`src/rtl/reed_conditioner.sv`:
```
// ============================================================================
//  Module   : reed_conditioner
//  Purpose  : Synchronises and debounces the reed wheel sensor, enforces a
//             minimum revolution spacing, emits one pulse per accepted
//             revolution and measures the revolution period.
//             Define REED_GLITCH_COUNT_EN to add the glitch_count output.
//  Revision : 1.0 - initial release
// ============================================================================
`timescale 1ns/1ps
`default_nettype none

module reed_conditioner #(
    parameter int DEBOUNCE_CYCLES = 8,
    parameter int LOCKOUT_CYCLES  = 64,
    parameter int STALL_CYCLES    = 4000,
    parameter int PERIOD_WIDTH    = 12
) (
    input  logic                    clock,
    input  logic                    reset,
    input  logic                    reed,
    output logic                    reed_level,
    output logic                    reed_pulse,
    output logic [PERIOD_WIDTH-1:0] period,
    output logic                    period_valid,
    output logic                    stalled
`ifdef REED_GLITCH_COUNT_EN
    ,
    output logic [7:0]              glitch_count
`endif
);

    localparam int DEB_W = (DEBOUNCE_CYCLES > 1) ? $clog2(DEBOUNCE_CYCLES) : 1;
    localparam logic [DEB_W-1:0]      c_deb_last = DEB_W'(DEBOUNCE_CYCLES - 1);
    localparam logic [PERIOD_WIDTH:0] c_lockout  = (PERIOD_WIDTH + 1)'(LOCKOUT_CYCLES);
    localparam logic [PERIOD_WIDTH:0] c_stall    = (PERIOD_WIDTH + 1)'(STALL_CYCLES);

    typedef enum logic [0:0] {
        ST_IDLE = 1'b0,
        ST_RUN  = 1'b1
    } state_t;

    logic                    r_sync1;
    logic                    r_sync2;
    logic [DEB_W-1:0]        r_deb_cnt;
    logic                    r_level_prev;
    logic [PERIOD_WIDTH-1:0] r_elapsed;
    state_t                  r_state;

    logic                    w_candidate;
    logic [PERIOD_WIDTH:0]   w_elapsed_inc;
    logic                    w_accept;
    logic                    w_reject;
    logic                    w_stall_hit;

    // One extra bit so elapsed+1 never wraps when compared to the thresholds
    assign w_elapsed_inc = {1'b0, r_elapsed} + (PERIOD_WIDTH + 1)'(1);
    assign w_candidate   = reed_level & ~r_level_prev;
    assign w_accept      = w_candidate & ((r_state == ST_IDLE) | (w_elapsed_inc >= c_lockout));
    assign w_reject      = w_candidate & (r_state == ST_RUN) & (w_elapsed_inc < c_lockout);
    assign w_stall_hit   = (r_state == ST_RUN) & ~w_accept & (w_elapsed_inc == c_stall);

    always_ff @(posedge clock or negedge reset) begin
        if (!reset) begin
            r_sync1 <= 1'b0;
            r_sync2 <= 1'b0;
        end else begin
            r_sync1 <= reed;
            r_sync2 <= r_sync1;
        end
    end

    always_ff @(posedge clock or negedge reset) begin
        if (!reset) begin
            r_deb_cnt    <= '0;
            reed_level   <= 1'b0;
            r_level_prev <= 1'b0;
        end else begin
            r_level_prev <= reed_level;
            if (r_sync2 == reed_level) begin
                r_deb_cnt <= '0;
            end else if (r_deb_cnt == c_deb_last) begin
                reed_level <= r_sync2;
                r_deb_cnt  <= '0;
            end else begin
                r_deb_cnt <= r_deb_cnt + DEB_W'(1);
            end
        end
    end

    always_ff @(posedge clock or negedge reset) begin
        if (!reset) begin
            r_state      <= ST_IDLE;
            r_elapsed    <= '0;
            reed_pulse   <= 1'b0;
            period       <= '0;
            period_valid <= 1'b0;
            stalled      <= 1'b1;
        end else begin
            reed_pulse <= w_accept;
            if (w_accept) begin
                r_elapsed <= '0;
            end else if (r_elapsed != '1) begin
                r_elapsed <= r_elapsed + PERIOD_WIDTH'(1);
            end
            case (r_state)
                ST_IDLE: begin
                    if (w_accept) begin
                        stalled <= 1'b0;
                        r_state <= ST_RUN;
                    end
                end
                ST_RUN: begin
                    if (w_accept) begin
                        period       <= w_elapsed_inc[PERIOD_WIDTH-1:0];
                        period_valid <= 1'b1;
                    end else if (w_stall_hit) begin
                        stalled      <= 1'b1;
                        period_valid <= 1'b0;
                        period       <= '0;
                        r_state      <= ST_IDLE;
                    end
                end
                default: r_state <= ST_IDLE;
            endcase
        end
    end

`ifdef REED_GLITCH_COUNT_EN
    always_ff @(posedge clock or negedge reset) begin
        if (!reset) begin
            glitch_count <= '0;
        end else if (w_reject && (glitch_count != 8'hFF)) begin
            glitch_count <= glitch_count + 8'd1;
        end
    end
`else
    logic w_unused_reject;
    assign w_unused_reject = w_reject;
`endif

endmodule

`default_nettype wire

```
`config.mk`:
```
export PLATFORM = sky130hd
export DESIGN_NAME = reed_conditioner
export DESIGN_NICKNAME = d
export VERILOG_FILES = /design/src/rtl/reed_conditioner.sv
export SDC_FILE = /design/constraint.sdc
export NUM_CORES = 1
export LEC_CHECK = 0
export ABC_AREA = 1
export CAP_MARGIN = 10
export CORE_MARGIN = 3
export CORE_UTILIZATION = 50
export CTS_CLUSTER_SIZE = 30
export DETAILED_ROUTE_END_ITERATION = 8
export GPL_TIMING_DRIVEN = 0
export PLACE_DENSITY_LB_ADDON = 0.08
export SLEW_MARGIN = 40
export SYNTH_ARGS = -nofsm -noshare
export SYNTH_HDL_FRONTEND = slang
export SYNTH_SLANG_ARGS = --single-unit
```
`constraint.sdc`:
```
create_clock -name clock -period 2.55 [get_ports clock]
set_input_delay 0.51 -clock clock [delete_from_list [all_inputs] [get_ports clock]]
set_output_delay 0.51 -clock clock [all_outputs]
set_load 0.05 [all_outputs]
```
==> run_results.csv, run 1 <==
group,metric,value,unit
pwr,ir_drop,0.585,mV
global_route,grt_pass1_wl,6.30,mm
clock_network,holdBufCountCts,0,
pwr,p_total,0.00225,W
drt,vias,1443,
logic_synthesis,synth_fp_nets,215,
final_layout,layout-drive-gt1-share,0.203,
final_layout,final_net_count,241,
clock_network,cts-root-buf,"clkbuf_8",
logic_synthesis,postSynthAreaPerCell,8.79,µm²
final_layout,syn_to_final_growth,19.3,%
drt,antenna_left,0,
setup_path,reg2reg_setup_slack,0.40,ns
global_route,grt_overflow,0,
final_layout,design_area,2190,µm²
sta,grt_setup_unrepaired,"false",
logic_synthesis,synthTopCellsByArea,"dfrtp_1 46%, inv_1 7.6%, nand2_1 6.5%",
setup_path,rr_startpoint,"r_elapsed[1]",
global_route,grt_max_degree,21,
logic_synthesis,synthSimpleGateAreaFrac,0.251,
clock_network,clk_latency,0.29,ns
setup_path,crit_path_end_kind,"flop",
drt,routed_wirelength,3.62,mm
logic_synthesis,yosysTopAreaCell,"dfrtp_1",
sta,final.min_clock_period,2.15,ns
logic_synthesis,yosys.area_share.xor_xnor,0.0191,
drt,wl_per_cell,12.8,µm
place,dp.cells,274,
sta,min_period_over_period,0.843,
logic_synthesis,synthMuxAreaShare,0,
logic_synthesis,synth_compound_area_frac,0.134,
logic_synthesis,syn_inst,209,
die,dieArea,4440,µm²
sta,hold_viol_final,0,
logic_synthesis,synthAdderAreaFrac,0.0204,
logic_synthesis,ys_ff_latch,35,
die,die_w,66.6,µm
logic_synthesis,ys_seq_area_frac,0.478,
setup_path,reg2reg_to,"period[10]",
clock_network,cts_made_buffers,5,
setup_path,arrival,2.32,ns
logic_synthesis,yosysWarnings,0,
clock_network,cts_resized,0,
logic_synthesis,syn_area,1840,µm²
sta,max_clock_freq,465,MHz
die,io_pins,19,
place,placed_area,2100,µm²
die,placementRows,21,
global_route,gr-usage-met3,0.0506,
die,die_h,66.6,µm
clock_network,max-clock-path-buffers,2,
drt,drt-initial-drc-count,77,
final_layout,final_core_util,0.637,
sta,slew_viol_final,0,
sta,slew_headroom,0.578,
place,routabilityCongestion,0.868,
setup_path,start_kind,"flop",
place,dpl.hpwl,2.76,mm
sta,skew,0.00743,ns
global_route,grt_pass1_vias,1427,
drt,drc,0,
global_route,busiest_layer,"met2",
final_layout,num_antenna_cells,0,
setup_path,critical_path_class,"flop to flop",
logic_synthesis,synth_top_family_by_area,"simple AND/OR/NAND/NOR gates",
logic_synthesis,ys_types,25,
global_route,antenna_found_initial,0,
global_route,grt_use_met1,0.216,
setup_path,cp.required,2.72,ns
flow_run,maxCapViolCount,0,
place,io_buffers,18,
setup_path,worstPathMaxFanout,10,
pwr,power_density,1030,nW/µm²
final_layout,finalNonFillerCells,282,
worst_hold_path,hold_class,"primary input to async pin",
drt,dr.pass1.iters,4,
die,initial_core_util,0.534,
setup_path,worst-r2r-cell-count,11,
sta,setup_viol,0,
global_route,groute.usage.overall,0.190,
clock_network,post_cts_buffers,0,
clock_network,cts_tree,"done",
clock_network,cts_sinks,35,
logic_synthesis,synth_top_area_share,0.463,
drt,viasPerCell,5.12,
die,coreArea,3440,µm²
clock_network,cts.htree.levels,2,
pwr,p_leak,1.02,nW
status,outcome,"completed",
sta,setup-tns-final,0,ns
sta,worstMarginPinSlew,0.632,ns
clock_network,clk_pin_slew,0.07,ns
global_route,gr-usage-met2,0.337,
[synth_stat cells]
library cell   n
o21ai_1        1
nand3_1       10
o21bai_2      10
nor2_1        28
inv_1         37
buf_6          3
o21bai_1       3
nand3b_1       2
nor3_1         3
nand2_2        8
nand4_1        3
nor2_4         3
o21ai_0        3
nand3_2        4
ha_1           3
a21oi_2        7
a21oi_1        6
dfrtp_1       34
inv_2          1
nor2_2         2
xor2_1         1
dfstp_2        1
nand2_1       32
clkbuf_1       1
xnor2_1        3
[cell type report]
| class | count | area (µm²) |
|---|---|---|
| inverters | 38 | 143 |
| well taps | 46 | 57.6 |
| repair buffers | 19 | 203 |
| flip-flops and latches | 35 | 877 |
| clock inverters | 1 | 8.76 |
| fillers | 286 | 1250 |
| plain buffers | 4 | 37.5 |
| multi-input cells | 132 | 779 |
| clock buffers | 7 | 86.3 |
[worst max path at each step]
stage	endpoint	slack, ns	startpoint
floorplan	period[3]	0.75	r_elapsed[0]
global placement	r_deb_cnt[1]	0.25	reset
detailed placement	period[3]	0.44	r_elapsed[0]
CTS	stalled	0.41	stalled
global route	period[3]	0.21	r_elapsed[1]
finish	period[10]	0.40	r_elapsed[1]
[stage by stage]
| step | worst slack [ns] | hold WS (ns) |
|---|---|---|
| 2_1_floorplan | 0.753 | 0.214 |
| 3_3_place_gp | 0.246 | 0.343 |
| 3_5_place_dp | 0.439 | 0.353 |
| 4_1_cts | 0.409 | 0.145 |
| 5_1_grt | 0.208 | 0.156 |
| 6_report | 0.402 | 0.142 |
[cell usage in the layout, fill, tap and decap left out, drive strengths merged]
cell type / synthesis / layout
a21oi: 13 / 13
o21ai: 4 / 4
dfstp: 1 / 1
xor2: 1 / 1
inv: 38 / 38
buf: 3 / 5
nor3: 3 / 3
nand4: 3 / 3
o21bai: 13 / 13
dfrtp: 34 / 34
clkdlybuf4s50: 0 / 17
nor2: 33 / 33
ha: 3 / 3
clkinv: 0 / 1
clkbuf: 1 / 8
xnor2: 3 / 3
nand3: 14 / 14
nand2: 40 / 40
nand3b: 2 / 2
[cells by family (layout without fill, tap and decap cells)]
logic type / count (synthesis) / count (layout)
buffers and inverters: 42 / 69
AND/OR/NAND/NOR: 95 / 95
XOR/XNOR: 4 / 4
adder cells (fa/ha/maj): 3 / 3
flip-flops: 35 / 35
AO/OA/AOI/OAI: 30 / 30
[metal layers]
metal  up-vias  part of all wire
met2        39              0.52
met3         6             0.046
li1        701                 -
met5         -                 0
met1       697              0.42
met4         0             0.015
[worst max-delay path, stage by stage (launching register included)]
cell      delay (ns)
dfrtp_1         0.42
ha_1            0.28
nand3_1         0.14
o21ai_1         0.21
nand2_1         0.10
nor2_1          0.11
nand2_1         0.05
nor2_1          0.12
nand2_1         0.09
a21oi_2         0.24
buf_6           0.20
o21bai_2        0.06
[power breakdown]
group | internal (W) | switching [W] | leakage, nW | total [W]
clock network | 0.000221 | 0.000199 | 0.0484 | 0.000421
registers | 0.000711 | 0.000134 | 0.457 | 0.000845
logic | 0.000350 | 0.000640 | 0.516 | 0.000989
total | 0.00128 | 0.000973 | 1.02 | 0.00225
[flip-flops by register name, indices dropped and copies added, names as in the netlist]
name and flops:
r_sync2 1, r_sync1 1, r_elapsed 12, r_deb_cnt 3, reed_level 1, stalled 1
reed_pulse 1, r_level_prev 1, period_valid 1, r_state 1, period 12
Power figures use the tool's default switching activity.
==> inputs of run 2 (changes only) <==
==> constraint.sdc (replaced) <==
create_clock -name clock -period 1.8 [get_ports clock]
set_input_delay 0.36 -clock clock [delete_from_list [all_inputs] [get_ports clock]]
set_output_delay 0.36 -clock clock [all_outputs]
set_load 0.05 [all_outputs]
==> run_results.csv, run 2 (synthesized netlist as in run 1, its figures left out) <==
group,metric,value,unit
pwr,power_density,1440,nW/µm²
die,die_w,66.6,µm
drt,drc,0,
clock_network,cts_sinks,35,
final_layout,reg_top3,"period: 12 flops, r_elapsed: 12 flops, r_deb_cnt: 3 flops",
status,violations,"setup timing",
final_layout,num_antenna_cells,0,
sta,skew,0.00792,ns
setup_path,arrival,2.16,ns
clock_network,max-clock-path-buffers,2,
setup_path,crit_path_end_kind,"flop",
setup_path,slowest_stage,"dfrtp_1",
setup_path,critPathTopFamily,"simple AND/OR/NAND/NOR gates",
worst_hold_path,hold_class,"flop to flop",
global_route,grt_max_degree,21,
drt,wl_per_cell,14.8,µm
clock_network,cts-root-buf,"clkbuf_8",
setup_path,crit_buf_inv,2,
sta,slew_viol_final,0,
place,dpl.hpwl,2.76,mm
drt,antenna_left,0,
final_layout,syn_to_final_growth,37.5,%
final_layout,layout-drive-gt1-share,0.335,
drt,dr.pass1.iters,4,
sta,slew_headroom,0.665,
sta,min_period_over_period,1.10,
pwr,p_total,0.00364,W
place,io_buffers,18,
die,die_h,66.6,µm
drt,drt-initial-drc-count,106,
drt,viasPerCell,5.24,
clock_network,clk_pin_slew,0.07,ns
final_layout,mostFrequentLayoutCell,"inv_1",
sta,hold_viol_final,0,
setup_path,cp.required,1.98,ns
setup_path,worstPathMaxFanout,5,
final_layout,fillerInstances,241,
clock_network,clk_latency,0.29,ns
sta,worst_slack,-0.185,ns
sta,fin_hold_ws,0.393,ns
die,initial_core_util,0.534,
sta,worstMarginPinSlew,0.502,ns
flow_run,maxCapViolCount,0,
setup_path,start_kind,"flop",
clock_network,cts_tree,"done",
setup_path,critical_path_class,"flop to flop",
global_route,groute.usage.overall,0.220,
clock_network,cts.htree.levels,2,
clock_network,cts_made_buffers,5,
global_route,grt_overflow,0,
sta,grt_setup_unrepaired,"true",
status,outcome,"finished with violations",
sta,final.min_clock_period,1.99,ns
global_route,grt_pass1_vias,1608,
place,routabilityCongestion,0.868,
setup_path,critPathMaxStageDelay,0.41,ns
sta,setup_viol,24,
final_layout,final_net_count,259,
die,placementRows,21,
pwr,ir_drop,0.867,mV
global_route,grt_pass1_wl,7.16,mm
global_route,antenna_found_initial,0,
pwr,p_leak,1.24,nW
drt,vias,1571,
place,dp_slack,-0.311,ns
drt,routed_wirelength,4.43,mm
die,coreArea,3440,µm²
sta,max_clock_freq,504,MHz
final_layout,final_cell_mix,"36 x inv_1, 33 x dfrtp_1, 28 x nand2_1",
die,dieArea,4440,µm²
die,io_pins,19,
setup_path,path_cells,"buf_6 -> nand2_4 -> nor2_4 -> nand2_2 -> nand2_2 -> nand2_4 -> nor2_2 -> nand2_1 -> nor2_1 -> nand2_1 -> a21oi_4 -> buf_6 -> o21bai_2",
## run 2: final cells by class
type / count / area [µm²] / area share
inverter: 38 / 145 / 0.0575
sequential: 35 / 878 / 0.348
tap: 46 / 57.6 / 0.0228
clock inverter: 1 / 8.76 / 0.00347
clock buffer: 7 / 86.3 / 0.0342
timing repair buffer: 37 / 348 / 0.138
multi-input combinational: 132 / 958 / 0.380
buffer: 4 / 42.5 / 0.0168
## run 2: worst paths after layout
kind / cells after the start / from / slack [ns] / endpoint
setup / recovery: 13 / r_elapsed[1] / -0.19 / period[3]
hold / removal: 0 / r_sync1 / 0.39 / r_sync2
setup reg to reg: 13 / r_elapsed[1] / -0.19 / period[3]
hold reg to reg: 0 / r_sync1 / 0.39 / r_sync2
max in group asynchronous: 3 / reset / 0.82 / r_elapsed[2]
min in group asynchronous: 2 / reset / 0.54 / r_elapsed[11]
## run 2: repair_timing
action	CTS	global route
hold endpoints to repair	8	0
gates resized for setup	40	24
buffers inserted	10	5
gates cloned	2	0
hold buffers	1	0
endpoints found under the setup margin	39	30
pin swaps	5	7
## run 2: layer usage
metal  global-route usage  routed length, µm  share of wire
met1                0.241               1660           0.37
met3               0.0540                234          0.053
met2                0.391               2420           0.55
met5                    0                  0              0
met4                0.107                117          0.026
## run 2: through the flow
step           cell area [µm²]  utilization  TNS [ns]  std cells
2_1_floorplan             1840            -         0        209
3_3_place_gp              2070        0.603    -15.18        273
3_5_place_dp              2100        0.609     -5.04        274
4_1_cts                   2380        0.692     -1.07        295
5_1_grt                   2520        0.734     -5.27        300
6_report                  2520        0.734     -2.57        300
## run 2: power by group
part | total [W] | internal (W) | switching [W]
Combinational | 0.00182 | 0.000685 | 0.00114
Sequential | 0.00122 | 0.00101 | 0.000208
Clock | 0.000599 | 0.000313 | 0.000286
